--- config.mk ---
export PLATFORM = sky130hd
export DESIGN_NAME = fifo_rr_sched
export DESIGN_NICKNAME = d
export VERILOG_FILES = /design/src/rtl/fifo_rr_sched.sv
export SDC_FILE = /design/constraint.sdc
export NUM_CORES = 1
export LEC_CHECK = 0
export ABC_AREA = 0
export CORE_MARGIN = 8
export CORE_UTILIZATION = 35
export DETAILED_ROUTE_END_ITERATION = 6
export HOLD_SLACK_MARGIN = 0.06
export MAX_ROUTING_LAYER = met4
export PLACE_DENSITY = 0.95
export SYNTH_ARGS = -nofsm -noshare
export SYNTH_HDL_FRONTEND = slang
export SYNTH_SLANG_ARGS = --single-unit
--- constraint.sdc ---
create_clock -name clk -period 6.9 [get_ports clk]
set_clock_uncertainty 0.15 [all_clocks]
set_input_delay 1.38 -clock clk [delete_from_list [all_inputs] [get_ports clk]]
set_output_delay 1.38 -clock clk [all_outputs]
set_load 0.02 [all_outputs]
--- src/rtl/fifo_rr_sched.sv ---
// fifo_rr_sched
// Round-robin write arbiter and paced read controller that shares one external
// DEPTH-entry FIFO (registered read port) between NUM_REQ producer streams and
// drains it to a single valid/ready consumer.
//
// Ports
//   clk            rising-edge clock
//   rst            synchronous reset, active-low (0 = reset)
//   req_valid      per-producer "word available"
//   req_data       producer i word at [i*DATA_WIDTH +: DATA_WIDTH]
//   req_ready      one-hot accept, word taken when req_valid[i] & req_ready[i]
//   fifo_wr_req    FIFO write strobe
//   fifo_data_in   FIFO write data
//   fifo_rd_req    FIFO read strobe (one cycle per word)
//   fifo_data_out  FIFO read register output
//   fifo_full      FIFO full flag
//   fifo_empty     FIFO empty flag
//   out_valid      consumer word valid
//   out_data       consumer word
//   out_ready      consumer accept
//   level          words currently held in the FIFO (0..DEPTH)
//   grant_id       index of the last accepted producer
module fifo_rr_sched #(
  parameter int NUM_REQ    = 4,
  parameter int DATA_WIDTH = 32,
  parameter int DEPTH      = 4,
  localparam int ADDR_WIDTH = $clog2(DEPTH),
  localparam int PTR_WIDTH  = $clog2(NUM_REQ)
) (
  input  logic                          clk,
  input  logic                          rst,
  input  logic [NUM_REQ-1:0]            req_valid,
  input  logic [NUM_REQ*DATA_WIDTH-1:0] req_data,
  output logic [NUM_REQ-1:0]            req_ready,
  output logic                          fifo_wr_req,
  output logic [DATA_WIDTH-1:0]         fifo_data_in,
  output logic                          fifo_rd_req,
  input  logic [DATA_WIDTH-1:0]         fifo_data_out,
  input  logic                          fifo_full,
  input  logic                          fifo_empty,
  output logic                          out_valid,
  output logic [DATA_WIDTH-1:0]         out_data,
  input  logic                          out_ready,
  output logic [ADDR_WIDTH:0]           level,
  output logic [PTR_WIDTH-1:0]          grant_id
);

  typedef enum logic [1:0] {
    ST_IDLE,
    ST_SETTLE,
    ST_READ,
    ST_HOLD
  } rd_state_t;

  localparam logic [ADDR_WIDTH:0] LEVEL_MAX = (ADDR_WIDTH+1)'(DEPTH);
  localparam logic [PTR_WIDTH:0]  NUM_REQ_W = (PTR_WIDTH+1)'(NUM_REQ);
  localparam logic [PTR_WIDTH-1:0] LAST_IDX = PTR_WIDTH'(NUM_REQ - 1);

  logic [PTR_WIDTH-1:0]  r_rr_ptr;
  logic [PTR_WIDTH-1:0]  r_grant_id;
  logic [ADDR_WIDTH:0]   r_level;
  logic                  r_out_valid;
  logic [DATA_WIDTH-1:0] r_out_data;
  rd_state_t             r_state;
  rd_state_t             w_state_next;

  logic [PTR_WIDTH-1:0]  w_idx [NUM_REQ];
  logic [PTR_WIDTH-1:0]  w_win;
  logic                  w_any;
  logic                  w_wr_en;
  logic                  w_rd_en;
  logic [PTR_WIDTH-1:0]  w_ptr_next;

  // w_idx[k] is the producer examined k-th, starting at the round-robin
  // pointer and wrapping modulo NUM_REQ (NUM_REQ need not be a power of 2).
  genvar gi;
  generate
    for (gi = 0; gi < NUM_REQ; gi++) begin : g_port
      logic [PTR_WIDTH:0] w_sum;
      assign w_sum = {1'b0, r_rr_ptr} + (PTR_WIDTH+1)'(gi);
      assign w_idx[gi] = (w_sum >= NUM_REQ_W) ? PTR_WIDTH'(w_sum - NUM_REQ_W)
                                              : PTR_WIDTH'(w_sum);
      assign req_ready[gi] = w_wr_en && (w_win == PTR_WIDTH'(gi));
    end
  endgenerate

  // Scan from the last search position down to the first so the earliest
  // valid producer in round-robin order is the one left in w_win.
  always_comb begin
    w_any = 1'b0;
    w_win = '0;
    for (int k = NUM_REQ - 1; k >= 0; k--) begin
      if (req_valid[w_idx[k]]) begin
        w_any = 1'b1;
        w_win = w_idx[k];
      end
    end
  end

  // Both the FIFO flag and the local level must allow the write.
  assign w_wr_en      = rst && w_any && !fifo_full && (r_level < LEVEL_MAX);
  assign fifo_wr_req  = w_wr_en;
  assign fifo_data_in = req_data[w_win*DATA_WIDTH +: DATA_WIDTH];
  assign w_ptr_next   = (w_win == LAST_IDX) ? '0 : w_win + PTR_WIDTH'(1);

  // Read FSM: SETTLE gives the FIFO read register one cycle to present the
  // head word before it is captured in READ.
  always_comb begin
    w_state_next = r_state;
    w_rd_en      = 1'b0;
    case (r_state)
      ST_IDLE:   if (!fifo_empty) w_state_next = ST_SETTLE;
      ST_SETTLE: w_state_next = fifo_empty ? ST_IDLE : ST_READ;
      ST_READ: begin
        w_rd_en      = rst;
        w_state_next = ST_HOLD;
      end
      ST_HOLD:   if (out_ready) w_state_next = fifo_empty ? ST_IDLE : ST_SETTLE;
      default:   w_state_next = ST_IDLE;
    endcase
  end

  assign fifo_rd_req = w_rd_en;

  always_ff @(posedge clk) begin
    if (!rst) begin
      r_state     <= ST_IDLE;
      r_rr_ptr    <= '0;
      r_grant_id  <= '0;
      r_level     <= '0;
      r_out_valid <= 1'b0;
      r_out_data  <= '0;
    end else begin
      r_state <= w_state_next;
      if (w_wr_en) begin
        r_rr_ptr   <= w_ptr_next;
        r_grant_id <= w_win;
      end
      // A write and a read in the same cycle cancel out.
      case ({w_wr_en, w_rd_en})
        2'b10:   r_level <= r_level + (ADDR_WIDTH+1)'(1);
        2'b01:   r_level <= r_level - (ADDR_WIDTH+1)'(1);
        default: r_level <= r_level;
      endcase
      if (r_state == ST_READ) begin
        r_out_valid <= 1'b1;
        r_out_data  <= fifo_data_out;
      end else if ((r_state == ST_HOLD) && out_ready) begin
        r_out_valid <= 1'b0;
      end
    end
  end

  // The write and read guards make level overflow/underflow unreachable.
  always_ff @(posedge clk) begin
    if (rst) begin
      assert (!(w_wr_en && !w_rd_en && (r_level == LEVEL_MAX)));
      assert (!(w_rd_en && !w_wr_en && (r_level == '0)));
    end
  end

  assign out_valid = r_out_valid;
  assign out_data  = r_out_data;
  assign level     = r_level;
  assign grant_id  = r_grant_id;

endmodule

==> flow_metrics.env, run 1 <==
export IMPL_gp_congestion=0.848
export IMPL_cts_root_buf="clkbuf_8"
export IMPL_period_minus_slack_ns=5.52
export IMPL_cts_sinks=42
export IMPL_dr_pass1_iters=4
export IMPL_end_kind="output pin"
export IMPL_p_sw_frac=0.327
export IMPL_ys_flop_type="dfxtp_1"
export IMPL_p_sw_uw=286
export IMPL_cts_tree="done"
export IMPL_clk_pin_slew_ns=0.08
export IMPL_post_cts_resized=0
export IMPL_fp_dieW_um=107
export IMPL_syn_area_um2=2930
export IMPL_clk_latency_ns=0.28
export IMPL_wl_per_cell_um=17.9
export IMPL_fmax_mhz=181
export IMPL_fp_dieH_um=107
export IMPL_place_detailed_hpwl_um=9930
export IMPL_h_tree_depth=2
export IMPL_ys_async_sr_fraction=0
export IMPL_final_util=0.672
export IMPL_dp_slack_ns=1.36
export IMPL_grt_max_degree=36
export IMPL_syn_inst=320
export IMPL_synth_nets=495
export IMPL_cp_data_required_time_ns=5.37
export IMPL_power_frac_comb=0.517
export IMPL_outcome="completed"
export IMPL_fp_row_count=33
export IMPL_initial_core_util=0.358
export IMPL_clock_power_share=0.184
export IMPL_cts_path_max_buffers=2
export IMPL_peakVddDrop_mv=0.0787
export IMPL_hold_class="register to register"
export IMPL_cts_hold_buf=0
export IMPL_fin_tns_setup_ns=0
export IMPL_finalHoldViolCount=0
export IMPL_port_buffers=244
export IMPL_cap_violations=0
export IMPL_drtIter0Drc=84
export IMPL_ioPinCount=245
export IMPL_cp_data_arrival_time_ns=3.99
export IMPL_grt_first_pass_wirelength_um=17400
export IMPL_worstSetupPathType="input port to output pin"
export IMPL_cts_made_buffers=5
export IMPL_nFillCells=662
export IMPL_core_area_um2=8180
export IMPL_ys_types=35
export IMPL_ys_ff_latch=42
export IMPL_yosysSeqAreaShare=0.287
export IMPL_drive_above_1_share=0.0378
export IMPL_tightest_slew_ns=1.22
export IMPL_leakage_uw=0.00208
export IMPL_dr_total_vias=3103
export IMPL_grt_pass1_vias=3334
export IMPL_slew_headroom=0.188
export IMPL_n_antenna_cell=0
export IMPL_holdWs_ns=0.300
export IMPL_synth_top_cell_area_share=0.342
export IMPL_drv_slew=0
export IMPL_wl_um=11800
export IMPL_drc=0
export IMPL_dieArea_um2=11600
export IMPL_antenna_left=0
export IMPL_synth_edf_count=0
export IMPL_multiInputGateArea_um2=1880
export IMPL_syn_area_per_cell_um2=9.15
export IMPL_fin_nets=729
export IMPL_setup_viol_count_final=0
export IMPL_cp_start_kind="input port"
export IMPL_synth_area_leaders="mux2i_1 (34%), dfxtp_1 (29%), nand2_1 (9.0%), a21boi_1 (4.4%), a21boi_0 (4.1%)"
export IMPL_viasPerCell=4.70
export IMPL_intPower_uw=589
export IMPL_area_delta_synth_final_pct=87.6
export IMPL_cts_setup_buffers=0
export IMPL_p_per_area_nw_per_um2=159
export IMPL_track_usage=0.194
export IMPL_critical_path_max_fanout=20
export IMPL_antenna_found_initial=0
export IMPL_rsz0062_at_grt="false"
export IMPL_layout_setup_ws_ns=1.38
export IMPL_regArea_um2=841
export IMPL_fin_crit_sh=0.799
export IMPL_yosysTopAreaCell="mux2i_1"
export IMPL_seqPwrFrac=0.298
export IMPL_ys_warnings_count=0
export IMPL_gr_total_overflow=0
-- layout by cell type (no fill, tap or decap) --
master / count
nor3b_1: 2
a21boi_0: 16
inv_2: 1
clkinv_2: 1
o21a_1: 1
nand3b_2: 1
and2_1: 3
mux2i_1: 100
xor2_1: 1
o21ai_0: 3
nand2_2: 1
nor3_4: 2
inv_1: 7
a21oi_1: 4
a21oi_2: 1
nor2_1: 3
fa_1: 1
dfxtp_1: 42
a2bb2oi_4: 1
buf_12: 3
nor2b_2: 1
or3_1: 1
clkbuf_8: 6
nor2b_1: 5
xnor2_1: 1
ha_1: 5
and3_1: 4
clkbuf_1: 1
a22oi_1: 1
nand2b_1: 1
nand2_1: 70
clkdlybuf4s50_1: 244
nor4_1: 1
a21boi_1: 17
buf_4: 3
-- flip-flops by register name, summed over array words and instances, names as in the netlist, named ones only --
name	flops
grant_id	2
level	3
out_data	32
out_valid	1
r_rr_ptr	2
r_state	1
-- synthesized netlist by cell type (2+ instances only) --
cell type,n
buf_6,4
and3_1,4
and2_1,3
buf_4,3
dfxtp_1,42
a21oi_1,4
o21ai_0,3
buf_2,3
clkbuf_1,9
nor3b_1,2
ha_1,5
inv_1,7
a21boi_1,17
buf_12,3
mux2i_1,100
a21boi_0,16
nor2_1,3
nor2b_1,6
nand2_1,70
-- kinds of logic after synthesis --
logic type | Yosys count | share of synthesized area
flops | 42 | 0.287
simple gates | 95 | 0.148
buf+inv | 31 | 0.0756
mux | 100 | 0.342
fa+ha+maj | 6 | 0.0282
compound gates | 44 | 0.114
xor+xnor | 2 | 0.00598
-- per-stage QoR --
step	total power (uW)	instances	area [um2]
6_report	874	660	5490
2_1_floorplan	508	320	2930
4_1_cts	887	660	5490
3_5_place_dp	722	652	5400
5_1_grt	917	660	5490
3_3_place_gp	713	652	5400
-- worst paths after layout --
kind	startpoint	slack (ns)	depth (start not counted)	to
max	req_valid[1]	1.38	7	fifo_data_in[13]
min	out_data[8]	0.30	2	out_data[8]
max reg2reg	register	4.32	9	level[2]
min reg2reg	out_data[8]	0.30	2	out_data[8]
-- power by group through the flow --
stage	Sequential (uW)	Combinational (uW)	Clock (uW)
global placement	266	447	0
finish	261	452	161
floorplan	276	232	0
global route	262	480	175
detailed placement	267	455	0
CTS	261	458	168
-- area by class of cell --
cell class | instances | area share
clock buffers | 7 | 0.0157
clock inverters | 1 | 0.000911
inverters | 8 | 0.00547
multi-input cells | 247 | 0.341
flip-flops and latches | 42 | 0.153
well taps | 105 | 0.0239
repair buffers | 250 | 0.460
-- per-layer routing --
metal,GRT usage,vias up,share of wire
li1,-,1563,-
met1,0.191,1433,0.36
met4,0.0486,0,0.016
met3,0.0527,12,0.055
met5,-,-,0
met2,0.367,95,0.57
-- critical path, cell delays in order --
cell	delay [ns]
clkdlybuf4s50_1	0.49
nand3b_2	0.27
a2bb2oi_4	0.64
buf_12	0.27
mux2i_1	0.10
mux2i_1	0.18
clkdlybuf4s50_1	0.64
Note: power is estimated with default switching activity, not from simulation.
==> inputs of run 2 (changes only) <==
--- a/config.mk
+++ b/config.mk
@@ -7,11 +7,11 @@
 export LEC_CHECK = 0
 export ABC_AREA = 0
 export CORE_MARGIN = 8
-export CORE_UTILIZATION = 35
+export CORE_UTILIZATION = 33
 export DETAILED_ROUTE_END_ITERATION = 6
 export HOLD_SLACK_MARGIN = 0.06
 export MAX_ROUTING_LAYER = met4
-export PLACE_DENSITY = 0.95
+export PLACE_DENSITY = 0.9
 export SYNTH_ARGS = -nofsm -noshare
 export SYNTH_HDL_FRONTEND = slang
 export SYNTH_SLANG_ARGS = --single-unit
==> constraint.sdc (replaced) <==
create_clock -name clk -period 5.25 [get_ports clk]
set_clock_uncertainty 0.15 [all_clocks]
set_input_delay 1.05 -clock clk [delete_from_list [all_inputs] [get_ports clk]]
set_output_delay 1.05 -clock clk [all_outputs]
set_load 0.02 [all_outputs]
==> run 2 against run 1 <==
  * Highest routed layer unchanged
  * Via count rose by 0.87%
  * Non-clock buffer count is 2 higher
  * Final cell count rose by 0.76%
  * First-iteration DRC count up 26%
  * Die area increased by 5.1%
  * Cell area grew 0.23%
  * Wire length up 2.5%
==> flow_metrics.env, run 2 (synthesis results as in run 1) <==
export IMPL_outcome="completed"
export IMPL_track_usage=0.191
export IMPL_min_to="out_data[31]"
export IMPL_drive_above_1_share=0.0413
export IMPL_intPower_uw=805
export IMPL_dieArea_um2=12100
export IMPL_cts_setup_buffers=0
export IMPL_viasPerCell=4.71
export IMPL_fp_dieH_um=110
export IMPL_nFillCells=727
export IMPL_p_sw_frac=0.323
export IMPL_cts_tree="done"
export IMPL_whs_path_depth=2
export IMPL_worstSetupPathType="input port to output pin"
export IMPL_h_tree_depth=2
export IMPL_cts_root_buf="clkbuf_8"
export IMPL_p_sw_uw=384
export IMPL_grt_first_pass_wirelength_um=17500
export IMPL_postPlaceCellArea_um2=5400
export IMPL_wl_um=12100
export IMPL_max_stage_delay_ns=0.63
export IMPL_drc=0
export IMPL_timing_rr_end="level[2]"
export IMPL_fin_crit_sh=0.880
export IMPL_n_antenna_cell=0
export IMPL_fmax_mhz=217
export IMPL_cts_path_max_buffers=2
export IMPL_port_buffers=244
export IMPL_holdWs_ns=0.307
export IMPL_place_detailed_hpwl_um=10400
export IMPL_initial_core_util=0.338
export IMPL_grt_pass1_vias=3371
export IMPL_dr_pass1_iters=4
export IMPL_grt_max_degree=37
export IMPL_gp_congestion=0.949
export IMPL_end_kind="output pin"
export IMPL_setup_viol_count_final=0
export IMPL_reg2reg_slack_ns=3.00
export IMPL_cts_sinks=42
export IMPL_fin_tns_setup_ns=0
export IMPL_core_area_um2=8680
export IMPL_final_area_um2=5510
export IMPL_slew_headroom=0.195
export IMPL_finalHoldViolCount=0
export IMPL_drtIter0Drc=106
export IMPL_cts_made_buffers=5
export IMPL_p_per_area_nw_per_um2=216
export IMPL_dr_total_vias=3130
export IMPL_post_cts_resized=0
export IMPL_area_delta_synth_final_pct=88.0
export IMPL_critical_path_max_fanout=16
export IMPL_cp_data_required_time_ns=4.05
export IMPL_cp_start_kind="input port"
export IMPL_path_cells="clkdlybuf4s50_1 > nand3b_2 > a2bb2oi_4 > buf_4 > mux2i_1 > mux2i_1 > clkdlybuf4s50_1"
export IMPL_tightest_slew_ns=1.21
export IMPL_cap_violations=0
export IMPL_hold_path_startpoint="out_data[31]"
export IMPL_critPathSlowestCell="clkdlybuf4s50_1"
export IMPL_r2r_cells=8
export IMPL_gr_total_overflow=0
export IMPL_fp_row_count=34
export IMPL_leakage_uw=0.00208
export IMPL_drv_slew=0
export IMPL_seqPwrFrac=0.288
export IMPL_cp_data_arrival_time_ns=3.42
export IMPL_antenna_found_initial=0
export IMPL_fin_nets=731
export IMPL_layout_cells_most_common="clkdlybuf4s50_1"
export IMPL_fp_dieW_um=110
export IMPL_peakVddDrop_mv=0.147
export IMPL_layout_common_cells="clkdlybuf4s50_1 (244), mux2i_1 (100), nand2_1 (70)"
export IMPL_rsz0062_at_grt="false"
export IMPL_cts_hold_buf=0
export IMPL_worstSetupStartpoint="req_valid[1]"
export IMPL_period_minus_slack_ns=4.62
export IMPL_ioPinCount=245
export IMPL_clk_pin_slew_ns=0.08
export IMPL_final_util=0.635
export IMPL_hold_class="register to register"
export IMPL_clk_latency_ns=0.28
export IMPL_power_frac_comb=0.499
export IMPL_largest_reg_flops=32
export IMPL_antenna_left=0
export IMPL_wl_per_cell_um=18.2
export IMPL_clock_power_share=0.213
[run 2: stage by stage]
stage	power, uW	setup slack, ns	instances
floorplan	667	1.87	320
global placement	936	0.715	657
detailed placement	949	0.637	657
CTS	1200	0.620	665
global route	1250	0.462	665
finish	1190	0.632	665
[run 2: critical path: cells and delay by family]
kind / cells / cell delay, ns
AND/OR/NAND/NOR: 1 / 0.27
buffers and inverters: 3 / 1.46
multiplexers: 2 / 0.31
AO/OA/AOI/OAI: 1 / 0.32
[run 2: layout make-up]
type / count / area, um2 / area share
Timing Repair Buffer: 252 / 2510 / 0.457
Tap cell: 108 / 135 / 0.0245
Inverter: 8 / 30.0 / 0.00545
Sequential cell: 42 / 841 / 0.153
Clock inverter: 2 / 37.5 / 0.00682
Multi-Input combinational cell: 247 / 1880 / 0.341
Clock buffer: 6 / 72.6 / 0.0132
[run 2: power by group through the flow]
stage	logic, uW	clock network, uW	registers [uW]
floorplan	305	0	363
global placement	587	0	349
detailed placement	598	0	350
CTS	601	260	343
global route	633	273	345
finish	594	253	343
[run 2: how the worst max path moves through the flow]
stage | endpoint | slack [ns]
floorplan | req_ready[0] | 1.87
global placement | fifo_data_in[15] | 0.71
detailed placement | fifo_data_in[17] | 0.64
CTS | fifo_data_in[17] | 0.62
global route | fifo_data_in[15] | 0.46
finish | fifo_data_in[17] | 0.63
[run 2: metal layers]
metal | up-vias | wire length [um] | GRT usage
li1 | 1569 | - | -
met1 | 1454 | 4400 | 0.201
met2 | 92 | 6910 | 0.358
met3 | 15 | 591 | 0.0384
met4 | 0 | 193 | 0.0447
met5 | - | 0 | -
